`config.mk`:
```
export PLATFORM = sky130hd
export DESIGN_NAME = jt10_adpcma_regseq
export DESIGN_NICKNAME = d
export VERILOG_FILES = /design/src/rtl/jt10_adpcma_regseq.sv
export SDC_FILE = /design/constraint.sdc
export NUM_CORES = 1
export LEC_CHECK = 0
export ABC_CLOCK_PERIOD_IN_PS = 3150
export BUFFER_PORTS_ARGS = -buffer_cell sky130_fd_sc_hd__buf_2
export CORE_ASPECT_RATIO = 0.8
export CORE_MARGIN = 2
export CORE_UTILIZATION = 55
export CTS_CLUSTER_DIAMETER = 60
export CTS_CLUSTER_SIZE = 16
export DETAILED_ROUTE_END_ITERATION = 10
export PLACE_DENSITY_LB_ADDON = 0.05
export SYNTH_ARGS = -nofsm -noshare
export SYNTH_HDL_FRONTEND = slang
export SYNTH_SLANG_ARGS = --single-unit
```
`constraint.sdc`:
```
create_clock -name clk -period 3.15 [get_ports clk]
set_input_delay 0.1575 -clock clk [delete_from_list [all_inputs] [get_ports clk]]
set_output_delay 0.1575 -clock clk [all_outputs]
set_load 0.02 [all_outputs]
```
`src/rtl/jt10_adpcma_regseq.sv`:
```
// ADPCM-A register front-end: decodes CPU writes, holds key requests and
// queued address updates until the matching cur_ch slot of the counter.
module jt10_adpcma_regseq #(
   parameter int unsigned FIFO_AW = 2
) (
   input  logic        clk,
   input  logic        rst_n,
   input  logic        cen,
   input  logic [5:0]  cur_ch,
   input  logic        wr,
   input  logic [7:0]  waddr,
   input  logic [7:0]  din,
   output logic        aon,
   output logic        aoff,
   output logic [15:0] addr_in,
   output logic [2:0]  addr_ch,
   output logic        up_start,
   output logic        up_end,
   output logic [5:0]  clr_flags,
   output logic        busy,
   output logic        ovf
);

   localparam int unsigned DEPTH = 1 << FIFO_AW;

   logic [5:0]         r_pend_on, r_pend_off, r_clr;
   logic [7:0]         r_start_lsb [6];
   logic [7:0]         r_end_lsb   [6];
   logic               r_q_end [DEPTH];
   logic [2:0]         r_q_ch  [DEPTH];
   logic [15:0]        r_q_val [DEPTH];
   logic [FIFO_AW-1:0] r_rd, r_wr;
   logic [FIFO_AW:0]   r_cnt;
   logic               r_ovf;

   logic [2:0]  w_ch;
   logic        w_is_addr, w_wr_key, w_wr_flag, w_wr_lsb, w_wr_msb;
   logic        w_empty, w_full, w_head_slot, w_pop, w_push, w_drop;
   logic [5:0]  w_head_oh, w_fifo_mask, w_on_nxt, w_off_nxt;
   logic [7:0]  w_lsb;

   assign w_ch      = waddr[2:0];
   assign w_is_addr = ((waddr[7:4] == 4'h1) || (waddr[7:4] == 4'h2)) && (w_ch < 3'd6);
   assign w_wr_key  = wr && (waddr == 8'h00);
   assign w_wr_flag = wr && (waddr == 8'h07);
   assign w_wr_lsb  = wr && w_is_addr && !waddr[3];
   assign w_wr_msb  = wr && w_is_addr && waddr[3];
   assign w_lsb     = waddr[5] ? r_end_lsb[w_ch] : r_start_lsb[w_ch];

   assign w_empty     = (r_cnt == '0);
   assign w_full      = (r_cnt == (FIFO_AW+1)'(DEPTH));
   assign w_head_oh   = 6'd1 << r_q_ch[r_rd];
   assign w_head_slot = !w_empty && (cur_ch == w_head_oh);
   assign w_pop       = cen && w_head_slot;
   // A pop in the same clk frees the slot, so a push into a full FIFO survives.
   assign w_push      = w_wr_msb && (!w_full || w_pop);
   assign w_drop      = w_wr_msb && w_full && !w_pop;

   always_comb begin
      w_fifo_mask = '0;
      for (int unsigned i = 0; i < DEPTH; i++) begin
         if ((FIFO_AW+1)'(i) < r_cnt)
            w_fifo_mask = w_fifo_mask | (6'd1 << r_q_ch[r_rd + FIFO_AW'(i)]);
      end
   end

   // Slot clears are applied first so a same-clk key write wins.
   always_comb begin
      w_on_nxt  = r_pend_on;
      w_off_nxt = r_pend_off;
      if (cen) begin
         w_on_nxt  = w_on_nxt & ~(cur_ch & ~w_fifo_mask);
         w_off_nxt = w_off_nxt & ~cur_ch;
      end
      if (w_wr_key) begin
         if (din[7]) begin
            w_off_nxt = w_off_nxt | din[5:0];
            w_on_nxt  = w_on_nxt & ~din[5:0];
         end else begin
            w_on_nxt  = w_on_nxt | din[5:0];
            w_off_nxt = w_off_nxt & ~din[5:0];
         end
      end
   end

   always_ff @(posedge clk or negedge rst_n) begin
      if (!rst_n) begin
         r_pend_on  <= '0;
         r_pend_off <= '0;
         r_clr      <= '0;
         r_rd       <= '0;
         r_wr       <= '0;
         r_cnt      <= '0;
         r_ovf      <= 1'b0;
         for (int unsigned i = 0; i < 6; i++) begin
            r_start_lsb[i] <= '0;
            r_end_lsb[i]   <= '0;
         end
      end else begin
         r_pend_on  <= w_on_nxt;
         r_pend_off <= w_off_nxt;
         r_clr      <= w_wr_flag ? din[5:0] : '0;
         if (w_wr_lsb) begin
            if (waddr[5]) r_end_lsb[w_ch]   <= din;
            else          r_start_lsb[w_ch] <= din;
         end
         if (w_push) r_wr <= r_wr + FIFO_AW'(1);
         if (w_pop)  r_rd <= r_rd + FIFO_AW'(1);
         r_cnt <= r_cnt + (FIFO_AW+1)'(w_push) - (FIFO_AW+1)'(w_pop);
         if (w_drop) r_ovf <= 1'b1;
      end
   end

   always_ff @(posedge clk) begin
      if (w_push) begin
         r_q_end[r_wr] <= waddr[5];
         r_q_ch[r_wr]  <= w_ch;
         r_q_val[r_wr] <= {din, w_lsb};
      end
   end

   assign aoff      = |(r_pend_off & cur_ch);
   assign aon       = |(r_pend_on & cur_ch & ~w_fifo_mask);
   assign addr_in   = w_empty ? '0 : r_q_val[r_rd];
   assign addr_ch   = w_empty ? '0 : r_q_ch[r_rd];
   assign up_start  = w_head_slot && !r_q_end[r_rd];
   assign up_end    = w_head_slot && r_q_end[r_rd];
   assign clr_flags = r_clr;
   assign ovf       = r_ovf;
   assign busy      = (|r_pend_on) || (|r_pend_off) || !w_empty;

endmodule

```
==> results of run 1 <==
## how the worst min path moves through the flow
stage,to
final,r_pend_off[2]
after global routing,r_q_val[0][14]
after CTS,r_pend_off[2]
after detailed placement,r_end_lsb[39]
after global placement,r_end_lsb[47]
after floorplan,clr_flags[0]
## per-stage QoR
stage / worst slack [ns] / total power, mW / instance area [sq um] / cells / setup TNS, ns
3_5_place_dp: -0.1888 / 4.836 / 10300 / 963 / -0.3460
3_3_place_gp: -0.06833 / 4.796 / 10300 / 963 / -0.1247
5_1_grt: -0.2576 / 7.316 / 11120 / 1005 / -0.7723
4_1_cts: -0.1641 / 6.945 / 10910 / 995 / -0.4527
6_report: -0.1624 / 6.982 / 11120 / 1005 / -0.4463
2_1_floorplan: -0.06747 / 4.248 / 9569 / 685 / -0.1247
## where the power goes
group	internal (mW)	switching, mW	leakage, nW
sequential	2.84	0.107	2.40
combinational	0.910	1.09	2.13
clock	1.11	0.916	0.258
total	4.87	2.12	4.79
## repair_timing
action                                  4_1_cts  5_1_grt
gates cloned                                  0        7
resized for setup                            12       15
endpoints found under the hold margin        41        0
hold buffers                                  1        0
pin swaps                                     3        7
setup buffers                                 2        3
endpoints found under the setup margin        3       85
## Yosys cell counts, types with 8 or more instances
library cell  number
nor2_1            26
o21ai_0           16
a21oi_1            9
mux2_2           109
a221oi_1           8
edfxtp_1          80
nand3_1           20
inv_1             14
mux4_2            35
nor2b_1           26
ha_1               8
dfrtp_1          122
nand2b_1          12
mux2i_1           15
clkbuf_1          25
nand2_1           47
## routing by layer
metal	vias to the layer above	global-route usage	share of wire
met5	-	0	0
met1	3304	0.3950	0.45
met4	0	0.03914	0.0078
met2	255	0.4081	0.46
li1	2771	-	-
met3	21	0.03745	0.076
## cells by family after synthesis
logic type | after synthesis | share of synthesized area
compound gates | 86 | 0.06977
xor+xnor | 4 | 0.003666
fa+ha+maj | 9 | 0.01257
buf+inv | 52 | 0.02290
flops | 202 | 0.5707
mux | 159 | 0.2266
simple gates | 173 | 0.09385
## layout make-up
cell class / instances / area share
flip-flops and latches: 202 / 0.4910
multi-input cells: 431 / 0.3584
repair buffers: 104 / 0.07373
clock buffers: 23 / 0.04120
well taps: 225 / 0.02533
clock inverters: 6 / 0.005628
inverters: 14 / 0.004728
## worst max-delay path, delay by kind of cell, from the launching register on
kind	cells	cell delay [ns]
AOI/OAI and AO/OA	3	0.57
muxes	1	0.57
and+or+nand+nor	2	0.60
adders and majority gates	3	0.81
buffers and inverters	1	0.03
xor gates and xnor gates	1	0.14
DFF	1	0.47
## registers in the layout (all words and copies together) (netlist names), 4 cells and up
register,count
clr_flags,6
r_q_end,4
r_q_val,64
r_end_lsb,48
r_start_lsb,48
r_q_ch,12
r_pend_off,6
r_pend_on,6
==> impl_metrics.tcl, run 1 <==
set metrics [dict create \
    cp-start-kind "flop" \
    area_growth_pct 16.28 \
    fillers 1285 \
    gp_routability_congestion 0.9211 \
    synthCells 685 \
    hold_slack_ns 0.1023 \
    diodes 0 \
    crit_path_start "r_rd[0]" \
    syn-num-nets 720 \
    cp_cell_sequence "mux4_2 -> or4_4 -> a31oi_4 -> a21boi_4 -> a31o_4 -> nand2_4 -> ha_4 -> inv_2 -> ha_4 -> fa_2 -> xnor2_2" \
    critPathKind "flop to flop" \
    firstDrtPassIters 5 \
    setup_viol 3 \
    synth_area_leader_cell "dfrtp_1" \
    layout_commonest_cell "dfrtp_1" \
    timing.rr.end "r_cnt[2]" \
    synth_edf_count 80 \
    grt_max_degree 44 \
    arrival_ns 3.67 \
    finalHoldViolCount 0 \
    cpPeakStageDelay_ns 0.57 \
    violations "negative setup slack" \
    vdd_drop_max_v 0.0003700 \
    ys_ff_latch 202 \
    synth_cell_type_count 61 \
    core_sq_mm 0.01716 \
    status "finished, violations left" \
    clk_latency_ns 0.48 \
    drtIter0Drc 467 \
    grt_pass1_vias 6307 \
    final-seq-area_sq_mm 0.005458 \
    leakagePower_nw 4.789 \
    ant_nets 0 \
    maxCapViolations 0 \
    fin_crit_sh 1.052 \
    clock-root-buffer "clkbuf_16" \
    rsz0062_at_grt "true" \
    layout_common_cells "dfrtp_1 (120), mux2_2 (109), edfxtp_1 (80), buf_2 (54), nand2_1 (45)" \
    synth_area_leaders "dfrtp_1 (32%), edfxtp_1 (25%), mux2_2 (13%)" \
    ys.flop_type "dfrtp_1" \
    grt_antenna_before_repair 0 \
    worstHoldPathCells 4 \
    multi_input_area_sq_mm 0.003984 \
    min-delay-start "cur_ch[2]" \
    relSlewSlack 0.4837 \
    syn_area_per_cell_sq_um 13.95 \
    drc 0 \
    clock_sinks 202 \
    dieHeight_microns 121.9 \
    path_clk_slew_ns 0.07 \
    num_vias 6351 \
    numPortBuffers 56 \
    drive_gt1_frac 0.3808 \
    dp_hpwl_microns 15860 \
    htree_num_levels 1 \
    final_core_util 0.6477 \
    min_path_type "input pin to flop" \
    ff2ff_setup_slack_ns -0.16 \
    async_flop_share 0.6040 \
    r2r-start "r_rd[0]" \
    gr-total-overflow 0 \
    io_pins 57 \
    clockBufferDepth 3 \
    die_w_microns 151.4 \
    tritoncts "yes" \
    grt_pass1_wl_microns 35620 \
    num_rows 43 \
    ys_warn_count 0 \
    worstRegToRegCells 11 \
    crit_end "r_cnt[2]" \
    tightestPinTransition_ns 0.7729 \
    drt-vias-per-instance 6.319 \
    grt_use_total 0.2587 \
    fmax_mhz 301.9 \
    start_util 0.5570 \
    power_density_mw_per_mm2 628.1 \
    synth_top_area_frac 0.3194 \
    crit_slowest_cell "mux4_2" \
    path_common_cell "ha_4" \
    finalMaxSlewViolations 0 \
    layout.nets 805 \
    finalWorstSetupSlack_ns -0.1624 \
    period_needed_ns 3.312 \
    yosysSeqAreaShare 0.5707 \
    end_kind "flop" \
    syn-cell-area_sq_mm 0.009559 \
    critPathMaxFanout 5 \
    die_area_sq_mm 0.01846 \
    cts_buffers 17 \
    clock-skew-final_ns 0.01693 \
    routed_wl_microns 23950 \
    routedWlPerCell_microns 23.83 \
    cp.required_ns 3.51 \
]
No activity file was read; power rests on OpenSTA's default activity.
==> inputs of run 2 (changes only) <==
--- a/config.mk
+++ b/config.mk
@@ -14,6 +14,7 @@
 export CTS_CLUSTER_SIZE = 16
 export DETAILED_ROUTE_END_ITERATION = 10
 export PLACE_DENSITY_LB_ADDON = 0.05
+export SLEW_MARGIN = 25
 export SYNTH_ARGS = -nofsm -noshare
 export SYNTH_HDL_FRONTEND = slang
 export SYNTH_SLANG_ARGS = --single-unit
==> constraint.sdc (replaced) <==
create_clock -name clk -period 3.15 [get_ports clk]
set_input_delay 0.4725 -clock clk [delete_from_list [all_inputs] [get_ports clk]]
set_output_delay 0.4725 -clock clk [all_outputs]
set_load 0.02 [all_outputs]
==> impl_metrics.tcl, run 2 (synthesis gave the netlist of run 1 again) <==
set metrics [dict create \
    status "finished, violations left" \
    violations "negative setup slack" \
    io_pins 57 \
    clockBufferDepth 3 \
    maxCapViolations 0 \
    ant_nets 0 \
    core_sq_mm 0.01716 \
    power_density_mw_per_mm2 631.0 \
    grt_max_degree 51 \
    gr-total-overflow 0 \
    num_vias 6386 \
    grt_use_total 0.2641 \
    arrival_ns 2.97 \
    layout.nets 832 \
    largest-register "r_q_val" \
    layout_commonest_cell "dfrtp_1" \
    finalWorstSetupSlack_ns -0.2917 \
    die_w_microns 151.4 \
    numPortBuffers 56 \
    fmax_mhz 290.6 \
    die_area_sq_mm 0.01846 \
    largest_registers "r_q_val x64, r_end_lsb x48, r_start_lsb x48" \
    largest_reg_flops 64 \
    clock-root-buffer "clkbuf_16" \
    drive_gt1_frac 0.4126 \
    critPathMaxFanout 6 \
    dieHeight_microns 121.9 \
    grt_antenna_before_repair 0 \
    rsz0062_at_grt "true" \
    end_kind "primary output" \
    drtIter0Drc 423 \
    area_growth_pct 19.48 \
    min_path_type "input pin to asynchronous set/reset pin" \
    gp_routability_congestion 0.9157 \
    dp_hpwl_microns 16070 \
    diodes 0 \
    setup_viol 5 \
    finalHoldViolCount 0 \
    cts_buffers 17 \
    total_power_mw 7.207 \
    clock-skew-final_ns 0.03445 \
    path_clk_slew_ns 0.07 \
    period_needed_ns 3.442 \
    layout_common_cells "dfrtp_1 (119), mux2_2 (109), edfxtp_1 (80), buf_2 (52), buf_4 (51)" \
    tritoncts "yes" \
    drc 0 \
    grt_pass1_wl_microns 36340 \
    num_rows 43 \
    firstDrtPassIters 5 \
    relSlewSlack 0.5420 \
    clock_sinks 202 \
    hold_buffers 0 \
    htree_num_levels 1 \
    cp-start-kind "flop" \
    fillers 1235 \
    start_util 0.5570 \
    finalMaxSlewViolations 0 \
    routed_wl_microns 24690 \
    fin_crit_sh 1.093 \
    pre_cts_ws_ns -0.1321 \
    tightestPinTransition_ns 0.6849 \
    cp.required_ns 2.68 \
    leakagePower_nw 4.953 \
    drt-vias-per-instance 6.188 \
    clk_latency_ns 0.49 \
    grt_pass1_vias 6274 \
    routedWlPerCell_microns 23.93 \
    vdd_drop_max_v 0.0004482 \
    critPathKind "flop to primary output" \
]
run 2: changes by cell type in the layout (fill, tap and decap cells not counted), sizes merged:
cell / delta
buf: +26
clkbuf: +5
dlygate4sd3: -1
clkinv: -3
run 2: timing repair:
item,CTS,global route
gates cloned,0,9
pin swaps,6,12
gates resized for setup,26,22
hold endpoints to repair,0,0
setup endpoints to repair,5,84
buffers inserted,12,4
run 2: report_power, final:
part           total (mW)  internal [mW]  switching [mW]
registers            2.94           2.84          0.0991
clock network        2.09           1.15           0.941
logic                2.17           1.03            1.14
run 2: area by class of cell:
cell class	count	area, sq um	area share
Multi-Input combinational cell	431	4018	0.3518
Timing Repair Buffer	131	1076	0.09422
Inverter	14	52.55	0.004601
Tap cell	225	281.5	0.02465
Clock inverter	3	55.05	0.004820
Clock buffer	26	479.2	0.04196
Sequential cell	202	5459	0.4780
run 2: path summary, 6_finish.rpt:
check                                    end  depth (start not counted)  slack, ns     from
worst max-delay path                     aon                          9      -0.29  r_rd[0]
worst min-delay path            r_end_lsb[0]                          1       0.01    rst_n
worst max register to register      r_cnt[1]                         12      -0.29  r_rd[0]
worst min register to register           ovf                          1       0.47      ovf
max in group asynchronous           r_cnt[2]                          2       2.20    rst_n
min in group clk                     r_rd[1]                          3       0.43      cen
run 2: critical path: stages, from the launching register on:
cell,delay (ns)
dfrtp_2,0.41
buf_6,0.12
mux4_2,0.56
buf_4,0.19
nor2b_2,0.17
a2bb2o_2,0.20
nor2_1,0.05
a31oi_1,0.16
or4b_1,0.46
buf_6,0.15
run 2: metal layers:
| metal | GRT usage | wire (microns) |
|---|---|---|
| met1 | 0.4081 | 11420 |
| met2 | 0.4067 | 11420 |
| met3 | 0.04082 | 1515 |
| met4 | 0.04439 | 340 |
| met5 | 0 | 0 |
run 2: metrics by stage:
| step | std cells | TNS [ns] | area (sq um) | utilization | hold slack [ns] |
|---|---|---|---|---|---|
| after floorplan | 685 | -0.1247 | 9569 | - | 0.1769 |
| after global placement | 979 | -0.1096 | 10410 | 0.6066 | 0.4363 |
| after detailed placement | 979 | -0.2641 | 10410 | 0.6066 | 0.4603 |
| after CTS | 1020 | -1.134 | 11140 | 0.6493 | 0.01134 |
| after global routing | 1032 | -1.775 | 11420 | 0.6655 | 0.06245 |
| final | 1032 | -1.118 | 11420 | 0.6655 | 0.01376 |
==> inputs of run 3 (changes only) <==
--- a/config.mk
+++ b/config.mk
@@ -7,12 +7,12 @@
 export LEC_CHECK = 0
 export ABC_CLOCK_PERIOD_IN_PS = 3150
 export BUFFER_PORTS_ARGS = -buffer_cell sky130_fd_sc_hd__buf_2
-export CORE_ASPECT_RATIO = 0.8
 export CORE_MARGIN = 2
 export CORE_UTILIZATION = 55
 export CTS_CLUSTER_DIAMETER = 60
 export CTS_CLUSTER_SIZE = 16
 export DETAILED_ROUTE_END_ITERATION = 10
+export HOLD_SLACK_MARGIN = 0.15
 export PLACE_DENSITY_LB_ADDON = 0.05
 export SLEW_MARGIN = 25
 export SYNTH_ARGS = -nofsm -noshare
==> impl_metrics.tcl, run 3 (synthesis gave the netlist of run 1 again) <==
set metrics [dict create \
    largest-register "r_q_val" \
    clock_sinks 202 \
    period_needed_ns 3.491 \
    worstRegToRegCells 12 \
    fmax_mhz 286.5 \
    largest_registers "r_q_val x64, r_end_lsb x48, r_start_lsb x48" \
    die_area_sq_mm 0.01845 \
    cp-start-kind "flop" \
    setup_viol 5 \
    finalMaxSlewViolations 0 \
    layout_common_cells "dfrtp_1 (120), mux2_2 (109), edfxtp_1 (80), buf_2 (53), buf_4 (46)" \
    maxCapViolations 0 \
    largest_reg_flops 64 \
    dieHeight_microns 135.8 \
    start_util 0.5585 \
    gp_routability_congestion 0.9100 \
    cp.required_ns 2.68 \
    layout_commonest_cell "dfrtp_1" \
    routedWlPerCell_microns 23.37 \
    die_w_microns 135.8 \
    gr-total-overflow 0 \
    clock-root-buffer "clkbuf_16" \
    grt_use_total 0.2568 \
    dp_hpwl_microns 15250 \
    io_pins 57 \
    grt_antenna_before_repair 0 \
    ff2ff_setup_slack_ns -0.29 \
    cts_buffers 17 \
    final_core_util 0.6702 \
    stdcell_count 1028 \
    area_growth_pct 20.01 \
    layout.nets 829 \
    drive_gt1_frac 0.4147 \
    min_path_type "input pin to flop" \
    tightestPinTransition_ns 0.8257 \
    finalSetupTns_ns -1.346 \
    end_kind "primary output" \
    fin_crit_sh 1.108 \
    numPortBuffers 56 \
    hold_slack_ns 0.3731 \
    critPathMaxFanout 6 \
    grt_pass1_wl_microns 35910 \
    critPathKind "flop to primary output" \
    crit_path_start "r_rd[0]" \
    fillers 1272 \
    timing.rr.end "r_cnt[2]" \
    tritoncts "yes" \
    drtIter0Drc 570 \
    routed_wl_microns 24020 \
    rsz0062_at_grt "true" \
    clock-skew-final_ns 0.02519 \
    diodes 0 \
    num_vias 6339 \
    clockBufferDepth 3 \
    status "finished, violations left" \
    power_density_mw_per_mm2 624.5 \
    leakagePower_nw 4.953 \
    htree_num_levels 1 \
    crit_end "aon" \
    violations "negative setup slack" \
    core_sq_mm 0.01712 \
    grt_max_degree 95 \
    vdd_drop_max_v 0.0004821 \
    drc 0 \
    ant_nets 0 \
    place_inst 970 \
    clk_latency_ns 0.49 \
    finalHoldViolCount 0 \
    finalWorstSetupSlack_ns -0.3406 \
    arrival_ns 3.02 \
    r2r-start "r_rd[0]" \
    path_clk_slew_ns 0.07 \
    drt-vias-per-instance 6.166 \
    num_rows 48 \
    relSlewSlack 0.4437 \
    grt_pass1_vias 6406 \
    firstDrtPassIters 6 \
]
## run 3: layout make-up
cell class	count	area, sq um	area share
Inverter	14	52.55	0.004581
Timing Repair Buffer	128	1099	0.09576
Clock buffer	24	451.7	0.03937
Sequential cell	202	5458	0.4757
Multi-Input combinational cell	431	4093	0.3567
Tap cell	225	281.5	0.02454
Clock inverter	4	37.54	0.003272
## run 3: worst max-delay path, stage by stage (launching register included)
cell,delay (ns)
dfrtp_2,0.45
buf_6,0.13
mux4_2,0.55
buf_6,0.16
o32ai_1,0.40
nor3_1,0.13
or4b_4,0.55
buf_6,0.15
## run 3: what timing repair did
action	CTS	global route
hold buffers	1	0
pin swaps	6	16
setup endpoints to repair	5	86
hold endpoints to repair	28	0
buffers inserted	11	7
resized for setup	22	34
gates cloned	1	10
## run 3: worst min-delay path by stage
stage	to	from	slack, ns	depth (start not counted)
global placement	ovf	ovf	0.44	1
floorplan	clr_flags[0]	rst_n	0.18	0
global route	r_q_end[2]	waddr[5]	0.36	1
detailed placement	r_wr[1]	rst_n	0.46	1
CTS	r_q_end[2]	waddr[5]	0.35	1
finish	r_q_end[3]	waddr[5]	0.37	1
## run 3: metal layers
layer,track usage,routed length (microns)
met5,0,0
met4,0.07060,491
met3,0.04512,1423
met2,0.4290,11920
met1,0.3509,10190
## run 3: power by group
part | internal [mW] | switching [mW] | leakage [nW]
Sequential | 2.84 | 0.0981 | 2.40
Clock | 1.02 | 0.924 | 0.237
Combinational | 1.10 | 1.18 | 2.32
Total | 4.96 | 2.21 | 4.95
## run 3: per-stage QoR
step | instance area (sq um) | power (mW) | worst slack [ns]
finish | 11470 | 7.164 | -0.3406
global route | 11470 | 7.494 | -0.4351
CTS | 11030 | 6.951 | -0.3345
detailed placement | 10360 | 4.807 | -0.1209
global placement | 10360 | 4.773 | -0.09729
floorplan | 9569 | 4.248 | -0.06747
